<file path="config.mk">
export PLATFORM = sky130hd
export DESIGN_NAME = timer_unit_flat
export DESIGN_NICKNAME = d
export VERILOG_FILES = /design/src/rtl/timer_unit_pkg.sv /design/src/rtl/timer_unit_if.sv /design/src/rtl/timer_channel.sv /design/src/rtl/timer_unit.sv /design/src/flat_wrapper.sv
export SDC_FILE = /design/constraint.sdc
export NUM_CORES = 1
export LEC_CHECK = 0
export ABC_AREA = 1
export CORE_MARGIN = 10
export CORE_UTILIZATION = 50
export CTS_BUF_LIST = sky130_fd_sc_hd__clkbuf_4
export DETAILED_ROUTE_END_ITERATION = 8
export PLACE_DENSITY = 0.82
export SLEW_MARGIN = 20
export SYNTH_ARGS = -nofsm -noshare
export SYNTH_HDL_FRONTEND = slang
export SYNTH_HIERARCHICAL = 1
export SYNTH_SLANG_ARGS = --single-unit
</file>
<file path="constraint.sdc">
create_clock -name i_clk -period 1.48 [get_ports i_clk]
set_input_delay 0.37 -clock i_clk [delete_from_list [all_inputs] [get_ports i_clk]]
set_output_delay 0.37 -clock i_clk [all_outputs]
set_load 0.05 [all_outputs]
</file>
<file path="src/rtl/timer_unit_pkg.sv">
// timer_unit_pkg: SFR op bits, timer mode encodings and channel-select width helper.
package timer_unit_pkg;
  localparam int SFR_OP_LEN = 8;
  typedef logic [SFR_OP_LEN-1:0] sfr_op_t;
  localparam sfr_op_t OP_TMR_WR_MODE = 8'h01;
  localparam sfr_op_t OP_TMR_WR_TL   = 8'h02;
  localparam sfr_op_t OP_TMR_WR_TH   = 8'h04;
  localparam sfr_op_t OP_TMR_WR_RUN  = 8'h08;
  localparam sfr_op_t OP_TMR_CLR_TF  = 8'h10;
  typedef enum logic [1:0] {
    TMR_MODE_13   = 2'b00,
    TMR_MODE_16   = 2'b01,
    TMR_MODE_AR8  = 2'b10,
    TMR_MODE_HALT = 2'b11
  } tmr_mode_e;
  function automatic int ch_w(input int n);
    return n > 1 ? $clog2(n) : 1;
  endfunction
endpackage

</file>
<file path="src/rtl/timer_unit_if.sv">
// timer_unit_if: SFR write bus (op mask, channel select, data byte); master drives, slave receives.
interface timer_unit_if import timer_unit_pkg::*; #(parameter int CH_W = 1);
  sfr_op_t         i_op;
  logic [CH_W-1:0] i_sel;
  logic [7:0]      i_byte;
  modport master (output i_op, i_sel, i_byte);
  modport slave  (input  i_op, i_sel, i_byte);
endinterface

</file>
<file path="src/rtl/timer_channel.sv">
// timer_channel: one 8051-style timer channel (pin synchronisers, mode counter, TL/TH, run, TF).
// Ports: decoded per-channel write strobes + data byte, shared prescaler tick, async pins, tf ack;
// outputs are the mode nibble, TL, TH, run and TF registers.
module timer_channel import timer_unit_pkg::*; (
  input  logic       i_clk,
  input  logic       i_rst,
  input  logic       i_tick,
  input  logic       i_t_pin,
  input  logic       i_int_pin,
  input  logic       i_wr_mode,
  input  logic       i_wr_tl,
  input  logic       i_wr_th,
  input  logic       i_wr_run,
  input  logic       i_clr_tf,
  input  logic       i_tf_ack,
  input  logic [7:0] i_byte,
  output logic [3:0] o_mode,
  output logic [7:0] o_tl,
  output logic [7:0] o_th,
  output logic       o_run,
  output logic       o_tf
);
  logic [1:0] t_sync_q, int_sync_q;
  logic       t_prev_q, run_q, run_d, tf_q, tf_d, tk, adv, ovf;
  logic [3:0] mode_q, mode_d;
  logic [7:0] tl_q, tl_d, th_q, th_d, tl_t, th_t;
  tmr_mode_e  m;
  always_comb begin
    m = tmr_mode_e'(mode_q[1:0]);
    tk = run_q & (~mode_q[3] | int_sync_q[1]) & (mode_q[2] ? (t_prev_q & ~t_sync_q[1]) : i_tick);
    tl_t = tl_q;
    th_t = th_q;
    ovf = 1'b0;
    unique case (m)
      TMR_MODE_13: begin
        tl_t = {tl_q[7:5], tl_q[4:0] + 5'd1};
        th_t = th_q + {7'd0, &tl_q[4:0]};
        ovf = (&th_q) & (&tl_q[4:0]);
      end
      TMR_MODE_16: begin
        {th_t, tl_t} = {th_q, tl_q} + 16'd1;
        ovf = &{th_q, tl_q};
      end
      TMR_MODE_AR8: begin
        tl_t = (&tl_q) ? th_q : tl_q + 8'd1;
        ovf = &tl_q;
      end
      default: ;
    endcase
    // a CPU write to either byte swallows the tick for both bytes, including its overflow
    adv = tk & ~(i_wr_tl | i_wr_th);
    tl_d = i_wr_tl ? i_byte : (adv ? tl_t : tl_q);
    th_d = i_wr_th ? i_byte : (adv ? th_t : th_q);
    mode_d = i_wr_mode ? i_byte[3:0] : mode_q;
    run_d = i_wr_run ? i_byte[0] : run_q;
    tf_d = (adv & ovf) | (tf_q & ~(i_clr_tf | i_tf_ack));
  end
  always_ff @(posedge i_clk or posedge i_rst) begin
    if (i_rst) begin
      t_sync_q <= '0;
      int_sync_q <= '0;
      t_prev_q <= 1'b0;
      mode_q <= '0;
      tl_q <= '0;
      th_q <= '0;
      run_q <= 1'b0;
      tf_q <= 1'b0;
    end else begin
      t_sync_q <= {t_sync_q[0], i_t_pin};
      int_sync_q <= {int_sync_q[0], i_int_pin};
      t_prev_q <= t_sync_q[1];
      mode_q <= mode_d;
      tl_q <= tl_d;
      th_q <= th_d;
      run_q <= run_d;
      tf_q <= tf_d;
    end
  end
  assign o_mode = mode_q;
  assign o_tl = tl_q;
  assign o_th = th_q;
  assign o_run = run_q;
  assign o_tf = tf_q;
endmodule

</file>
<file path="src/rtl/timer_unit.sv">
// timer_unit: N_TIMERS 8051 timer channels behind the SFR write bus with a shared free-running prescaler.
// Ports: i_clk/i_rst, bus (op/sel/byte), per-channel t/int pins and tf acks; packed mode/TL/TH/run/TF outputs.
module timer_unit import timer_unit_pkg::*; #(
  parameter int N_TIMERS = 2,
  parameter int PRESCALE = 12
) (
  input  logic                  i_clk,
  input  logic                  i_rst,
  timer_unit_if.slave           bus,
  input  logic [N_TIMERS-1:0]   i_t_pin,
  input  logic [N_TIMERS-1:0]   i_int_pin,
  input  logic [N_TIMERS-1:0]   i_tf_ack,
  output logic [4*N_TIMERS-1:0] o_mode,
  output logic [8*N_TIMERS-1:0] o_tl,
  output logic [8*N_TIMERS-1:0] o_th,
  output logic [N_TIMERS-1:0]   o_run,
  output logic [N_TIMERS-1:0]   o_tf
);
  localparam int CH_W = ch_w(N_TIMERS);
  localparam int PW = $clog2(PRESCALE);
  logic [PW-1:0] pre_q, pre_d;
  logic          tick;
  always_comb begin
    tick = pre_q == PW'(PRESCALE - 1);
    pre_d = tick ? '0 : pre_q + PW'(1);
  end
  always_ff @(posedge i_clk or posedge i_rst) begin
    if (i_rst) pre_q <= '0;
    else pre_q <= pre_d;
  end
  for (genvar k = 0; k < N_TIMERS; k++) begin : g_ch
    logic hit;
    // selects beyond the last channel match no instance and are dropped
    assign hit = bus.i_sel == CH_W'(k);
    timer_channel u_ch (
      .i_clk     (i_clk),
      .i_rst     (i_rst),
      .i_tick    (tick),
      .i_t_pin   (i_t_pin[k]),
      .i_int_pin (i_int_pin[k]),
      .i_wr_mode (hit & |(bus.i_op & OP_TMR_WR_MODE)),
      .i_wr_tl   (hit & |(bus.i_op & OP_TMR_WR_TL)),
      .i_wr_th   (hit & |(bus.i_op & OP_TMR_WR_TH)),
      .i_wr_run  (hit & |(bus.i_op & OP_TMR_WR_RUN)),
      .i_clr_tf  (hit & |(bus.i_op & OP_TMR_CLR_TF)),
      .i_tf_ack  (i_tf_ack[k]),
      .i_byte    (bus.i_byte),
      .o_mode    (o_mode[4*k +: 4]),
      .o_tl      (o_tl[8*k +: 8]),
      .o_th      (o_th[8*k +: 8]),
      .o_run     (o_run[k]),
      .o_tf      (o_tf[k])
    );
  end
endmodule
</file>
<file path="src/flat_wrapper.sv">
// flat-port wrapper written by rule: the top's interface ports become plain ports
module timer_unit_flat import timer_unit_pkg::*;
#(
  parameter int N_TIMERS = 2,
  parameter int PRESCALE = 12
)
  (i_clk, i_rst, i_t_pin, i_int_pin, i_tf_ack, o_mode, o_tl, o_th, o_run, o_tf, bus_i_op, bus_i_sel, bus_i_byte);
  timer_unit_if bus_i ();
  input  logic i_clk;
  input  logic i_rst;
  input  logic [N_TIMERS-1:0] i_t_pin;
  input  logic [N_TIMERS-1:0] i_int_pin;
  input  logic [N_TIMERS-1:0] i_tf_ack;
  output logic [4*N_TIMERS-1:0] o_mode;
  output logic [8*N_TIMERS-1:0] o_tl;
  output logic [8*N_TIMERS-1:0] o_th;
  output logic [N_TIMERS-1:0] o_run;
  output logic [N_TIMERS-1:0] o_tf;
  input wire logic [$bits(bus_i.i_op)-1:0] bus_i_op;
  input wire logic [$bits(bus_i.i_sel)-1:0] bus_i_sel;
  input wire logic [$bits(bus_i.i_byte)-1:0] bus_i_byte;
  assign bus_i.i_op = bus_i_op;
  assign bus_i.i_sel = bus_i_sel;
  assign bus_i.i_byte = bus_i_byte;
  timer_unit #(.N_TIMERS(N_TIMERS), .PRESCALE(PRESCALE)) u_core (.i_clk(i_clk), .i_rst(i_rst), .bus(bus_i), .i_t_pin(i_t_pin), .i_int_pin(i_int_pin), .i_tf_ack(i_tf_ack), .o_mode(o_mode), .o_tl(o_tl), .o_th(o_th), .o_run(o_run), .o_tf(o_tf));
endmodule
</file>
==> summary.txt <==
Global route
  – Most Used Layer, Global Route: met2
  – Grt met3 use: 6.21%
  – Global Route Usage Sum: 25.4%
  – First-pass GRT wire length: 25.9 mm
  – Largest net degree at the start of global routing: 28
  – Global route overflow: 0
  – Routing usage on met1: ~27%
  – Initial antenna violation count: 0
  – M2 GR Usage: 44.6%
  – Number of global-route vias before repair: 5,012

CTS
  – CTS tree: yes
  – Total clock sinks: 58
  – Clk slew on worst S/H paths: 0.12 ns
  – TritonCTS buffer count: 9
  – Clock Path Buffers: 2
  – Worst-Skew Late Latency: 0.44 ns
  – Root Buffer: clkbuf_4
  – Cts-stage hold buffer count: 0
  – H-tree levels: 3

Die
  – Chip height: around 110 µm
  – Row Count: 32
  – Core area: roughly 8000 µm²
  – Die Footprint: 12,200 µm²
  – Starting Density: 52.2%
  – Die width: approximately 110 µm
  – Top-level I/O count: 69

STA
  – Setup tns final: -6.56 ns
  – Final count of pins violating max slew: 0
  – RSZ-0062 raised after global routing: yes
  – Fmax: 0.553 GHz
  – Hold Fails Final Rpt: 0
  – Final Skew: 0.0118 ns
  – Slew @ Worst Pin: 0.433 ns
  – Worst slew margin: 71.0%
  – Setup slack after layout: -0.329 ns
  – Clock period minus worst slack: 1.81 ns
  – Final setup vio count: 53
  – Final critical-path share of the clock period: 122%

Worst setup path
  – Crit. End Element: flip-flop
  – Critical Path Source Type: flip-flop
  – WS Path Type: flip-flop to flip-flop
  – Critical path arrival: 2.10 ns
  – Maximum fanout along the worst path: 9
  – Worst EP required: 1.77 ns

Status
  – Outcome: finished, violations left
  – Failing checks: negative setup slack

Drt
  – Wire length per cell: 22.7 µm
  – Via count: ~5,500
  – DR pass1 iterations: 6
  – ANT nets after route: 0
  – DR iter-0 viols: between 800 and 900
  – Remaining DRCs: 0
  – Post-Route WL: 20.0 mm
  – DR vias/cell: roughly 6.3

Placed design
  – Pre-CTS setup slack: -0.566 ns
  – Post-DP HPWL: about 11 mm
  – RePlAce Congestion: 0.951
  – Placed Area: 5940 µm²
  – IO buf count: 65
  – Placed Cells: 827

Flow run
  – Max-cap violations: 0

Yosys
  – Syn Nets: 632
  – Post-synthesis cell type count: 32
  – EDFF count, synth: 0
  – Synth async-reset ratio: 100%
  – Sequential area share after synthesis: 35.5%
  – Top FF cell, synth: dfrtp_1
  – Yosys warnings: 6
  – Avg Cell Area, Syn: 6.87 µm²
  – Synthesized cell area: 4090 µm²
  – FF+latch count, synth: 58
  – Post-synthesis instance total: roughly 600

Layout
  – Most frequent cells in the layout: nand2_1, inv_1, buf_4
  – Commonest non-fill, non-tap cell in the layout: nand2_1
  – ANT cells: 0
  – Area grow syn2layout: 74.2%
  – Share of layout cells above drive strength 1: between 40% and 50%
  – Finished Layout Cells: 880
  – Cell area after layout: 7130 µm²
  – Layout Nets: 809

Power
  – Overall Power: roughly 9000 µW
  – PD cells: 1250 nW/µm²
  – Peak supply drop: 0.00121 V
  – Leakage power: 0.00352 µW

Hold path
  – HP Class: primary input to async pin
-- sequential cells by signal (all words and copies together), names as in the netlist --
signal	count
u_core/g_ch.u_ch/o_mode	8
u_core/g_ch.u_ch/int_sync_q	4
u_core/g_ch.u_ch/o_tf	2
u_core/g_ch.u_ch/t_prev_q	2
u_core/g_ch.u_ch/o_run	2
u_core/g_ch.u_ch/o_th	16
u_core/pre_q	4
u_core/g_ch.u_ch/o_tl	16
u_core/g_ch.u_ch/t_sync_q	4
-- cells by family (layout without fill, tap and decap cells) --
logic type / after synthesis / after routing / synth area share, %
compound gates: 76 / 76 / 10.0
xor+xnor: 10 / 10 / 2.14
fa+ha+maj: 11 / 11 / 3.36
buf+inv: 107 / 286 / 9.91
flops: 58 / 58 / 35.5
mux: 4 / 4 / 1.04
simple gates: 330 / 333 / 38.1
-- worst max-delay path: stages (launching register included) --
cell and delay [ns]:
dfrtp_2 0.49, ha_4 0.21, nand2_8 0.08, nor2_8 0.19, nand4_1 0.22, nand2_2 0.18, nand2_2 0.07, nand3_2 0.09
o211ai_1 0.14
-- final timing paths --
check	cells after the start	slack (ns)	to	from
worst max-delay path	8	-0.33	u_core/g_ch[0].u_ch/o_th[2]	u_core/g_ch[0].u_ch/o_tl[0]
max in group asynchronous	3	0.90	u_core/g_ch[0].u_ch/o_th[2]	i_rst
worst min-delay path	2	0.28	u_core/pre_q[3]	i_rst
min in group i_clk	1	0.36	u_core/g_ch[1].u_ch/t_sync_q[0]	i_t_pin[1]
worst min register to register	0	0.36	u_core/g_ch[0].u_ch/t_sync_q[1]	u_core/g_ch[0].u_ch/t_sync_q[0]
worst max register to register	8	-0.33	u_core/g_ch[0].u_ch/o_th[2]	u_core/g_ch[0].u_ch/o_tl[0]
-- routing by layer --
layer,part of all wire [%],routed length [µm],vias up
li1,-,-,2250
met1,32,6370,2533
met2,48,9590,518
met3,11,2290,213
met4,8.8,1760,0
met5,0,0,-
-- power breakdown --
| group | internal, µW | leakage, µW | switching [µW] |
|---|---|---|---|
| clock network | 535 | 0.0000726 | 728 |
| logic | 2370 | 0.00277 | 2930 |
| registers | 1880 | 0.000677 | 462 |
| total | 4790 | 0.00352 | 4120 |
-- stage by stage --
step	hold WS, ns	utilization (%)
CTS	0.218	83.7
global placement	0.332	75.7
global route	0.264	90.8
floorplan	0.136	-
detailed placement	0.336	75.7
finish	0.280	90.8
-- synth_stat cells (3+ instances only) --
master   instances  area [µm²]
nand2_1        199         747
inv_1           95         357
dfrtp_1         58        1450
nand3_1         53         265
o21ai_0         44         220
nor2_1          19        71.3
nand4_1         15        93.8
a21oi_1         14        70.1
nand2_2         12        75.1
ha_1            11         138
xor2_1           8        70.1
inv_2            7        26.3
nor3_1           6        30.0
o21ai_1          6        30.0
nand2_4          4        45.0
nand3_2          4        40.0
nor2_2           4        25.0
nor2_4           4        45.0
nor2_8           4        80.1
o22ai_1          4        25.0
buf_2            3        15.0
-- area by class of cell --
cell class,count,area (µm²)
Multi-Input combinational cell,434,2940
Timing Repair Buffer,168,2010
Sequential cell,58,1490
Fill cell,315,718
Inverter,102,423
Tap cell,102,128
Clock buffer,10,75.1
Clock inverter,6,67.6
-- repair_timing --
item                                    CTS  global route
pin swaps                                15            42
resized for setup                        88           125
buffers inserted                         29            15
gates cloned                              1             2
endpoints found under the setup margin   63            56
No activity file was read; power rests on OpenSTA's default activity.
